$ cat src/rtl/fe_chan_router.sv
// Radio front-end channel router: programmable RX/TX channel permutations whose staged
// maps are committed only when all channels are idle (or forced), then held in a strobe-gated settle window.
module fe_chan_router #(
  parameter int                NUM_CHANNELS  = 2,
  parameter int                WIDTH         = 32,
  parameter int                AWIDTH        = 8,
  parameter logic [AWIDTH-1:0] SR_BASE       = '0,
  parameter int                SETTLE_CYCLES = 4
) (
  input  logic                          radio_clk,
  input  logic                          radio_rst,
  input  logic                          set_stb,
  input  logic [AWIDTH-1:0]             set_addr,
  input  logic [31:0]                   set_data,
  input  logic [1:0]                    rb_addr,
  output logic [31:0]                   rb_data,
  input  logic [NUM_CHANNELS-1:0]       rx_stb_in,
  input  logic [NUM_CHANNELS*WIDTH-1:0] rx_data_in,
  output logic [NUM_CHANNELS-1:0]       rx_stb_out,
  output logic [NUM_CHANNELS*WIDTH-1:0] rx_data_out,
  input  logic [NUM_CHANNELS-1:0]       tx_stb_in,
  output logic [NUM_CHANNELS-1:0]       tx_stb_out,
  input  logic [NUM_CHANNELS*WIDTH-1:0] tx_data_in,
  output logic [NUM_CHANNELS*WIDTH-1:0] tx_data_out,
  input  logic [NUM_CHANNELS-1:0]       rx_running,
  input  logic [NUM_CHANNELS-1:0]       tx_running,
  input  logic [NUM_CHANNELS*32-1:0]    db_gpio_in,
  output logic [NUM_CHANNELS*32-1:0]    db_gpio_out,
  output logic                          map_busy
);

  localparam int CW   = (NUM_CHANNELS > 1) ? $clog2(NUM_CHANNELS) : 1;
  localparam int MW   = NUM_CHANNELS * CW;
  localparam int CNTW = (SETTLE_CYCLES > 1) ? $clog2(SETTLE_CYCLES) : 1;

  localparam logic [CNTW-1:0]   CNT_RELOAD = CNTW'(SETTLE_CYCLES - 1);
  localparam logic [AWIDTH-1:0] ADDR_RX    = SR_BASE;
  localparam logic [AWIDTH-1:0] ADDR_TX    = SR_BASE + AWIDTH'(1);
  localparam logic [AWIDTH-1:0] ADDR_CTL   = SR_BASE + AWIDTH'(2);

  typedef enum logic [1:0] {
    ST_IDLE    = 2'd0,
    ST_PENDING = 2'd1,
    ST_SETTLE  = 2'd2
  } state_t;

  function automatic logic [MW-1:0] identity_map();
    logic [MW-1:0] m;
    m = '0;
    for (int i = 0; i < NUM_CHANNELS; i++) m[i*CW +: CW] = CW'(i);
    return m;
  endfunction

  localparam logic [MW-1:0] IDENTITY = identity_map();

  state_t          state_q, state_d;
  logic [CNTW-1:0] cnt_q, cnt_d;
  logic            force_q, force_d;
  logic            overrun_q, overrun_d;
  logic [15:0]     apply_q, apply_d;
  logic [MW-1:0]   act_rx_q, act_rx_d, act_tx_q, act_tx_d;
  logic [MW-1:0]   stg_rx_q, stg_tx_q;

  logic wr_rx, wr_tx, wr_ctl, commit, clr_ovr, safe, settling;

  assign wr_rx    = set_stb && (set_addr == ADDR_RX);
  assign wr_tx    = set_stb && (set_addr == ADDR_TX);
  assign wr_ctl   = set_stb && (set_addr == ADDR_CTL);
  assign commit   = wr_ctl && set_data[0];
  assign clr_ovr  = wr_ctl && set_data[2];
  assign safe     = force_q || !(|rx_running || |tx_running);
  assign settling = (state_q == ST_SETTLE);
  assign map_busy = (state_q != ST_IDLE);

  // Map bits above the used fields carry no meaning.
  logic unused_set_data;
  assign unused_set_data = ^set_data[31:MW];

  always_ff @(posedge radio_clk) begin
    if (radio_rst) begin
      stg_rx_q <= IDENTITY;
      stg_tx_q <= IDENTITY;
    end else begin
      if (wr_rx) stg_rx_q <= set_data[MW-1:0];
      if (wr_tx) stg_tx_q <= set_data[MW-1:0];
    end
  end

  always_comb begin
    // NOTE: every output of this block gets a default first, so no path can infer a latch.
    state_d   = state_q;
    cnt_d     = cnt_q;
    force_d   = force_q;
    act_rx_d  = act_rx_q;
    act_tx_d  = act_tx_q;
    apply_d   = apply_q;
    // A commit while busy is dropped but flagged; the flag wins over a simultaneous clear.
    overrun_d = (overrun_q && !clr_ovr) || (commit && state_q != ST_IDLE);
    case (state_q)
      ST_IDLE: begin
        if (commit) begin
          state_d = ST_PENDING;
          force_d = set_data[1];
        end
      end
      ST_PENDING: begin
        if (safe) begin
          act_rx_d = stg_rx_q;
          act_tx_d = stg_tx_q;
          cnt_d    = CNT_RELOAD;
          state_d  = ST_SETTLE;
        end
      end
      ST_SETTLE: begin
        if (cnt_q == '0) begin
          state_d = ST_IDLE;
          apply_d = apply_q + 16'd1;
        end else begin
          cnt_d = cnt_q - CNTW'(1);
        end
      end
      default: state_d = ST_IDLE;
    endcase
  end

  always_ff @(posedge radio_clk) begin
    // NOTE: state registers use non-blocking assignments so every flop samples pre-edge values.
    if (radio_rst) begin
      state_q   <= ST_IDLE;
      cnt_q     <= '0;
      force_q   <= 1'b0;
      overrun_q <= 1'b0;
      apply_q   <= '0;
      act_rx_q  <= IDENTITY;
      act_tx_q  <= IDENTITY;
    end else begin
      state_q   <= state_d;
      cnt_q     <= cnt_d;
      force_q   <= force_d;
      overrun_q <= overrun_d;
      apply_q   <= apply_d;
      act_rx_q  <= act_rx_d;
      act_tx_q  <= act_tx_d;
    end
  end

  logic [WIDTH-1:0] rx_in_a   [NUM_CHANNELS];
  logic [WIDTH-1:0] tx_in_a   [NUM_CHANNELS];
  logic [31:0]      gpio_in_a [NUM_CHANNELS];
  logic [CW-1:0]    rx_sel    [NUM_CHANNELS];
  logic [CW-1:0]    tx_sel    [NUM_CHANNELS];

  logic [NUM_CHANNELS-1:0]       rx_stb_d, tx_stb_d;
  logic [NUM_CHANNELS*WIDTH-1:0] rx_data_d, tx_data_d;
  logic [NUM_CHANNELS*32-1:0]    gpio_d;

  always_comb begin
    rx_stb_d  = '0;
    tx_stb_d  = '0;
    rx_data_d = '0;
    tx_data_d = '0;
    gpio_d    = '0;
    for (int i = 0; i < NUM_CHANNELS; i++) begin
      rx_in_a[i]   = rx_data_in[i*WIDTH +: WIDTH];
      tx_in_a[i]   = tx_data_in[i*WIDTH +: WIDTH];
      gpio_in_a[i] = db_gpio_in[i*32 +: 32];
      rx_sel[i]    = act_rx_q[i*CW +: CW];
      tx_sel[i]    = act_tx_q[i*CW +: CW];
    end
    // Out-of-range sources leave the output at zero.
    for (int i = 0; i < NUM_CHANNELS; i++) begin
      if (int'(rx_sel[i]) < NUM_CHANNELS) begin
        rx_stb_d[i]                 = rx_stb_in[rx_sel[i]];
        rx_data_d[i*WIDTH +: WIDTH] = rx_in_a[rx_sel[i]];
      end
      if (int'(tx_sel[i]) < NUM_CHANNELS) begin
        tx_stb_d[i]                 = tx_stb_in[tx_sel[i]];
        tx_data_d[i*WIDTH +: WIDTH] = tx_in_a[tx_sel[i]];
        gpio_d[i*32 +: 32]          = gpio_in_a[tx_sel[i]];
      end
    end
  end

  always_ff @(posedge radio_clk) begin
    if (radio_rst) begin
      rx_stb_out  <= '0;
      tx_stb_out  <= '0;
      rx_data_out <= '0;
      tx_data_out <= '0;
      db_gpio_out <= '0;
    end else begin
      rx_stb_out  <= settling ? '0 : rx_stb_d;
      tx_stb_out  <= settling ? '0 : tx_stb_d;
      rx_data_out <= rx_data_d;
      tx_data_out <= tx_data_d;
      if (!settling) db_gpio_out <= gpio_d;
    end
  end

  always_comb begin
    rb_data = '0;
    case (rb_addr)
      2'd0:    rb_data = 32'(act_rx_q);
      2'd1:    rb_data = 32'(act_tx_q);
      2'd2:    rb_data = {13'd0, overrun_q, state_q, apply_q};
      default: rb_data = 32'(stg_rx_q);
    endcase
  end

endmodule

$ cat config.mk
export PLATFORM = sky130hd
export DESIGN_NAME = fe_chan_router
export DESIGN_NICKNAME = d
export VERILOG_FILES = /design/src/rtl/fe_chan_router.sv
export SDC_FILE = /design/constraint.sdc
export NUM_CORES = 1
export LEC_CHECK = 0
export CORE_AREA = 2 2 186 188
export CTS_BUF_LIST = sky130_fd_sc_hd__clkbuf_16
export DETAILED_ROUTE_END_ITERATION = 12
export DIE_AREA = 0 0 188 190
export PLACE_DENSITY_LB_ADDON = 0.05
export SETUP_SLACK_MARGIN = 0.05
export SLEW_MARGIN = 20
export SYNTH_ARGS = -nofsm -noshare
export SYNTH_HDL_FRONTEND = slang
export SYNTH_SLANG_ARGS = --single-unit
$ cat constraint.sdc
create_clock -name radio_clk -period 2.95 [get_ports radio_clk]
set_clock_uncertainty 0.1 [all_clocks]
set_input_delay 0.295 -clock radio_clk [delete_from_list [all_inputs] [get_ports radio_clk]]
set_output_delay 0.295 -clock radio_clk [all_outputs]
set_load 0.005 [all_outputs]
==> results of run 1 <==
-- metal layers --
metal | track usage | wire (µm) | vias to the layer above
met5 | 0 | 0 | -
met4 | 0.0454 | 462 | 0
met3 | 0.0616 | 2730 | 27
met2 | 0.286 | 15300 | 277
met1 | 0.198 | 12900 | 3585
li1 | - | - | 3916
-- cell type report --
cell class / instances / area (µm²)
antenna: 3 / 7.51
clock buffer: 27 / 676
clock inverter: 21 / 144
fill: 3293 / 19400
inverter: 7 / 26.3
multi-input combinational: 601 / 4110
sequential: 226 / 4530
tap: 455 / 569
timing repair buffer: 446 / 4490
-- sequential cells by signal, indices dropped and copies added (netlist names) --
name	cells
stg_tx_q	2
tx_stb_out	2
act_tx_q	2
rx_data_out	64
act_rx_q	2
rx_stb_out	2
overrun_q	1
state_q	2
cnt_q	2
tx_data_out	64
force_q	1
stg_rx_q	2
apply_q	16
db_gpio_out	64
-- worst min path at each step --
stage | start | end | slack [ns] | cells past startpoint
after floorplan | set_data[1] | stg_rx_q[1]$_SDFFE_PP1P_ | 0.31 | 1
after global placement | stg_tx_q[1]$_SDFFE_PP1P_ | stg_tx_q[1]$_SDFFE_PP1P_ | 0.35 | 1
after detailed placement | stg_tx_q[1]$_SDFFE_PP1P_ | stg_tx_q[1]$_SDFFE_PP1P_ | 0.36 | 1
after CTS | radio_rst | tx_data_out[12]$_SDFF_PP0_ | 0.10 | 2
after global routing | radio_rst | tx_data_out[10]$_SDFF_PP0_ | 0.13 | 2
final | radio_rst | tx_data_out[12]$_SDFF_PP0_ | 0.11 | 2
-- stage by stage --
step	total power [mW]	std cells	hold WS, ns	utilization	setup slack [ns]
after floorplan	3.53	912	0.313	-	0.992
after global placement	4.20	1735	0.349	0.404	0.598
after detailed placement	4.21	1735	0.355	0.404	0.549
after CTS	7.41	1783	0.101	0.429	0.563
after global routing	7.61	1786	0.132	0.429	0.509
final	7.27	1786	0.108	0.429	0.628
-- power breakdown --
part           internal [mW]  switching, mW  leakage, nW
Clock                   1.82           1.32        0.431
Sequential              3.20         0.0470         1.88
Combinational          0.583          0.305         3.83
-- cells in the mapped netlist --
cell type,count
nor2b_1,5
nand2_1,10
or2_2,3
o21ai_0,4
nor2_1,215
mux2i_1,201
or3_1,4
and4bb_2,1
nor4_1,4
nand3_1,4
or4_4,1
or4_1,1
buf_1,15
xnor2_1,7
inv_1,7
nor3_1,8
a211o_1,4
xor2_1,3
mux4_2,2
buf_2,5
clkbuf_1,45
and2_1,18
dfxtp_1,226
nand4b_4,1
nand4b_2,1
ha_1,2
a211oi_1,65
conb_1,1
a221oi_1,1
o31ai_1,1
nand4b_1,2
buf_4,13
nor4b_1,2
nand2b_1,1
o21ai_1,1
nand4_1,7
a21oi_1,8
a21o_1,1
-- cells by family (layout without fill, tap and decap cells) --
kind of cell | after synthesis | count (layout) | synth area share
AND/OR/NAND/NOR | 288 | 288 | 0.142
flip-flops | 226 | 226 | 0.505
multiplexers | 203 | 203 | 0.230
AO/OA/AOI/OAI | 85 | 85 | 0.0683
buffers and inverters | 85 | 501 | 0.0418
XOR/XNOR | 10 | 10 | 0.00978
adder cells (fa/ha/maj) | 2 | 2 | 0.00279
other | 1 | 16 | 0.000419
-- critical path: cells and delay by family --
kind / cells / cell delay (ns)
buffers and inverters: 3 / 1.29
and+or+nand+nor: 2 / 0.34
==> metrics, run 1 <==
drt first pass iters=4; setup TNS=0 ns; Area Overhead vs Synth=62.5%; period utilization=0.787; final WL=between 30000 and 40000 µm; Static Leak=between 6 and 7 nW; setup violators final=0; post-route cell area=0.0146 mm²; Max Slew Vio Count=0; post-synth top area cell=dfxtp_1; min-delay worst type=in2reg; via count=about 8000; pwr dens=around 500 mW/mm²; max_slew headroom=0.510; register area share after synthesis=0.505; 1st-iter DRT viols=about 250; clk buf depth=3; Antenna Nets Post-Route=0; Core Rows=68; Cell Area, Placed=between 0.01 and 0.015 mm²; Most common cell on crit path=clkdlybuf4s50_1; share of cells above drive strength 1=0.0482; Die Wd=about 190 µm; clk_lat worst skew=0.52 ns; Die Area=0.0357 mm²; # DRC=0; RSZ-0062 raised after global routing=false; Die Ht=between 150 and 200 µm; worst-path cell chain=clkdlybuf4s50_1 > nor2b_1 > buf_4 > and2_1 > clkdlybuf4s50_1; top-area cell type share of the netlist area=0.505; CP startpoint kind=primary input; initial antenna violation count=3; highest-count cells in the layout ignoring fill and taps=clkdlybuf4s50_1, dfxtp_1, nor2_1; measured slew at the worst slew-check pin=about 0.73 ns; IO buf count=between 400 and 500; H-tree levels=1; register bit total from synthesis=approximately 230; Tot GR Track Use=0.168; number of global-route vias before repair=7619; clk root buf=clkbuf_16; placer congestion estimate=between 0.7 and 0.8; status=completed; # hold bufs at CTS=0; peak supply drop=between 400 and 500 µV; R2R Path End=apply_q[14]$_SDFFE_PP0P_; Worst EP arrival=1.93 ns; crit path kind=in2out; Netlist cell types=38; first-pass GRT wire length=46800 µm; min Tclk post-route=between 2 and 2.5 ns; R2R setup slack=0.81 ns; Routed WL per cell=17.5 µm; WP data required=between 2 and 3 ns; R2R Path Start=cnt_q[0]$_SDFFE_PP0P_; cts bufs inserted=27; Max Cap Violations=0; IO Pins=between 400 and 500; CP startpoint=rb_addr[1]; cell area after synthesis=~0.009 mm²; via-per-instance ratio=~4.4; Critical Path End=rb_data[17]; Post-CTS Setup Bufs=0; largest net degree at the start of global routing=77; Initial Util=0.264; synth top area cells=dfxtp_1, mux2i_1, nor2_1, a211oi_1, clkbuf_1; clock sink count=roughly 230; CP max-delay cell=clkdlybuf4s50_1; clk slew on worst S/H paths=0.06 ns; dpl hpwl=approximately 22000 µm; worst reg2reg path depth=6; Syn. warnings=0; core area=around 0.034 mm²; Final Hold Vio Count=0; total grt overflow=0; CTS tree=yes; commonest non-fill, non-tap cell in the layout=clkdlybuf4s50_1; CP peak stage delay=roughly 0.58 ns; synthesized instance count=900; fmax=431 MHz; CP endpoint kind=output pin; CP Max Fanout=13; final net count=approximately 1600; Mapped Avg Cell Area=9.95 µm²; post-cts gate resize count=0
Note: power is estimated with default switching activity, not from simulation.
==> run 2, diff against run 1 <==
==> constraint.sdc (replaced) <==
create_clock -name radio_clk -period 2.1 [get_ports radio_clk]
set_clock_uncertainty 0.1 [all_clocks]
set_input_delay 0.21 -clock radio_clk [delete_from_list [all_inputs] [get_ports radio_clk]]
set_output_delay 0.21 -clock radio_clk [all_outputs]
set_load 0.005 [all_outputs]
==> metrics, run 2 (synthesized netlist as in run 1, its figures left out) <==
sequential share of power=0.445; max_slew headroom=0.492; post-route cell area=0.0147 mm²; placer congestion estimate=about 0.74; Antenna Nets Post-Route=0; pwr dens=around 690 mW/mm²; dpl hpwl=between 20000 and 25000 µm; total grt overflow=0; drt first pass iters=4; first-pass GRT wire length=47600 µm; Sw Share=0.231; fmax=roughly 500 MHz; clock sink count=between 200 and 250; clk root buf=clkbuf_16; CP Max Fanout=7; number of global-route vias before repair=between 7000 and 8000; largest net degree at the start of global routing=67; Tot GR Track Use=0.170; min-delay worst type=in2reg; clk slew on worst S/H paths=about 0.060 ns; GR Util met2=0.296; Max Slew Vio Count=0; Initial Util=0.264; Worst EP arrival=1.68 ns; via-per-instance ratio=approximately 4.4; # DRC=0; Area Overhead vs Synth=64.6%; Routed WL per cell=between 15 and 20 µm; Die Wd=188 µm; Cell Area, Placed=between 0.01 and 0.015 mm²; Core Rows=68; CP endpoint kind=output pin; Max Cap Violations=0; crit path kind=reg2out; setup violators final=0; commonest non-fill, non-tap cell in the layout=clkdlybuf4s50_1; share of cells above drive strength 1=0.0668; cts bufs inserted=28; clock share of power=0.432; GRT busiest layer=met2; core area=0.0339 mm²; initial antenna violation count=0; number of diodes=0; H-tree levels=1; clk buf depth=3; IO buf count=~430; grt met3 use=0.0622; status=completed; CTS tree=yes; CP startpoint kind=flop; M1 GR Usage=0.198; Die Area=about 0.036 mm²; IO Pins=474; measured slew at the worst slew-check pin=about 0.76 ns; clk_lat worst skew=0.53 ns; Post-Route Hold Slack=0.213 ns; highest-count cells in the layout ignoring fill and taps=clkdlybuf4s50_1, dfxtp_1, nor2_1; peak supply drop=527 µV; Final Hold Vio Count=0; period utilization=0.948; Top Registers=db_gpio_out x64, rx_data_out x64, tx_data_out x64; Post-CTS Setup Bufs=0; 1st-iter DRT viols=227; final net count=~1600; final WL=between 30000 and 40000 µm; Psw=about 2.4 mW; Static Leak=6.25 nW; Int Power=about 8 mW; Die Ht=190 µm; RSZ-0062 raised after global routing=true; WP data required=between 1.5 and 2 ns; via count=7874; Comb pwr share=0.123; min Tclk post-route=~2.0 ns
-- run 2: cell types whose count changed in the layout (fill, tap and decap cells not counted), sizes merged, moves of 2 or more --
cell	change
clkinv	+2
diode	-3
buf	+16
bufinv	-2
clkdlybuf4s50	-4
clkbuf	+3
dlygate4sd2	+4
-- run 2: what timing repair did --
| action | in CTS | in global routing |
|---|---|---|
| endpoints found under the hold margin | 24 | 0 |
| gates resized for setup | 7 | 5 |
| endpoints found under the setup margin | 20 | 6 |
| hold buffers | 1 | 0 |
-- run 2: per-stage QoR --
stage               total power, mW  TNS (ns)  instances  setup WS (ns)   util
finish                         10.2         0       1803          0.110  0.434
global route                   10.7         0       1803         0.0481  0.434
CTS                            10.4         0       1803         0.0619  0.434
detailed placement             5.92    -0.660       1751         -0.149  0.409
global placement               5.92    -0.681       1751         -0.181  0.409
floorplan                      4.96         0        912          0.142      -
-- run 2: per-layer routing --
layer	vias to the layer above	share of wire
li1	3953	-
met1	3613	0.41
met2	278	0.48
met3	30	0.088
met4	0	0.018
met5	-	0
-- run 2: critical path, stage by stage, from the launching register on --
cell and delay [ns]:
dfxtp_2 0.38, buf_6 0.15, and2_1 0.13, clkdlybuf4s50_1 0.50
-- run 2: path summary, 6_finish.rpt --
| kind | start | end | slack, ns | cells past startpoint |
|---|---|---|---|---|
| worst max register to register | cnt_q[0]$_SDFFE_PP0P_ | apply_q[15]$_SDFFE_PP0P_ | 0.14 | 6 |
| worst min-delay path | tx_data_in[30] | tx_data_out[30]$_SDFF_PP0_ | 0.21 | 3 |
| worst min register to register | stg_tx_q[1]$_SDFFE_PP1P_ | stg_tx_q[1]$_SDFFE_PP1P_ | 0.37 | 1 |
| worst max-delay path | state_q[1]$_SDFFE_PP0P_ | rb_data[17] | 0.11 | 3 |
-- run 2: final cells by class --
class / instances / area (µm²)
inverter: 7 / 26.3
clock inverter: 21 / 91.3
fill: 3355 / 19200
tap: 455 / 569
sequential: 226 / 4540
clock buffer: 30 / 751
multi-input combinational: 601 / 4110
timing repair buffer: 463 / 4650
-- run 2: power by group through the flow --
stage                     Sequential (mW)  Clock, mW  Combinational (mW)
after floorplan                      4.68          0               0.285
after global placement               4.65          0                1.27
after detailed placement             4.65          0                1.27
after CTS                            4.56       4.59                1.28
after global routing                 4.58       4.78                1.36
final                                4.56       4.41                1.26
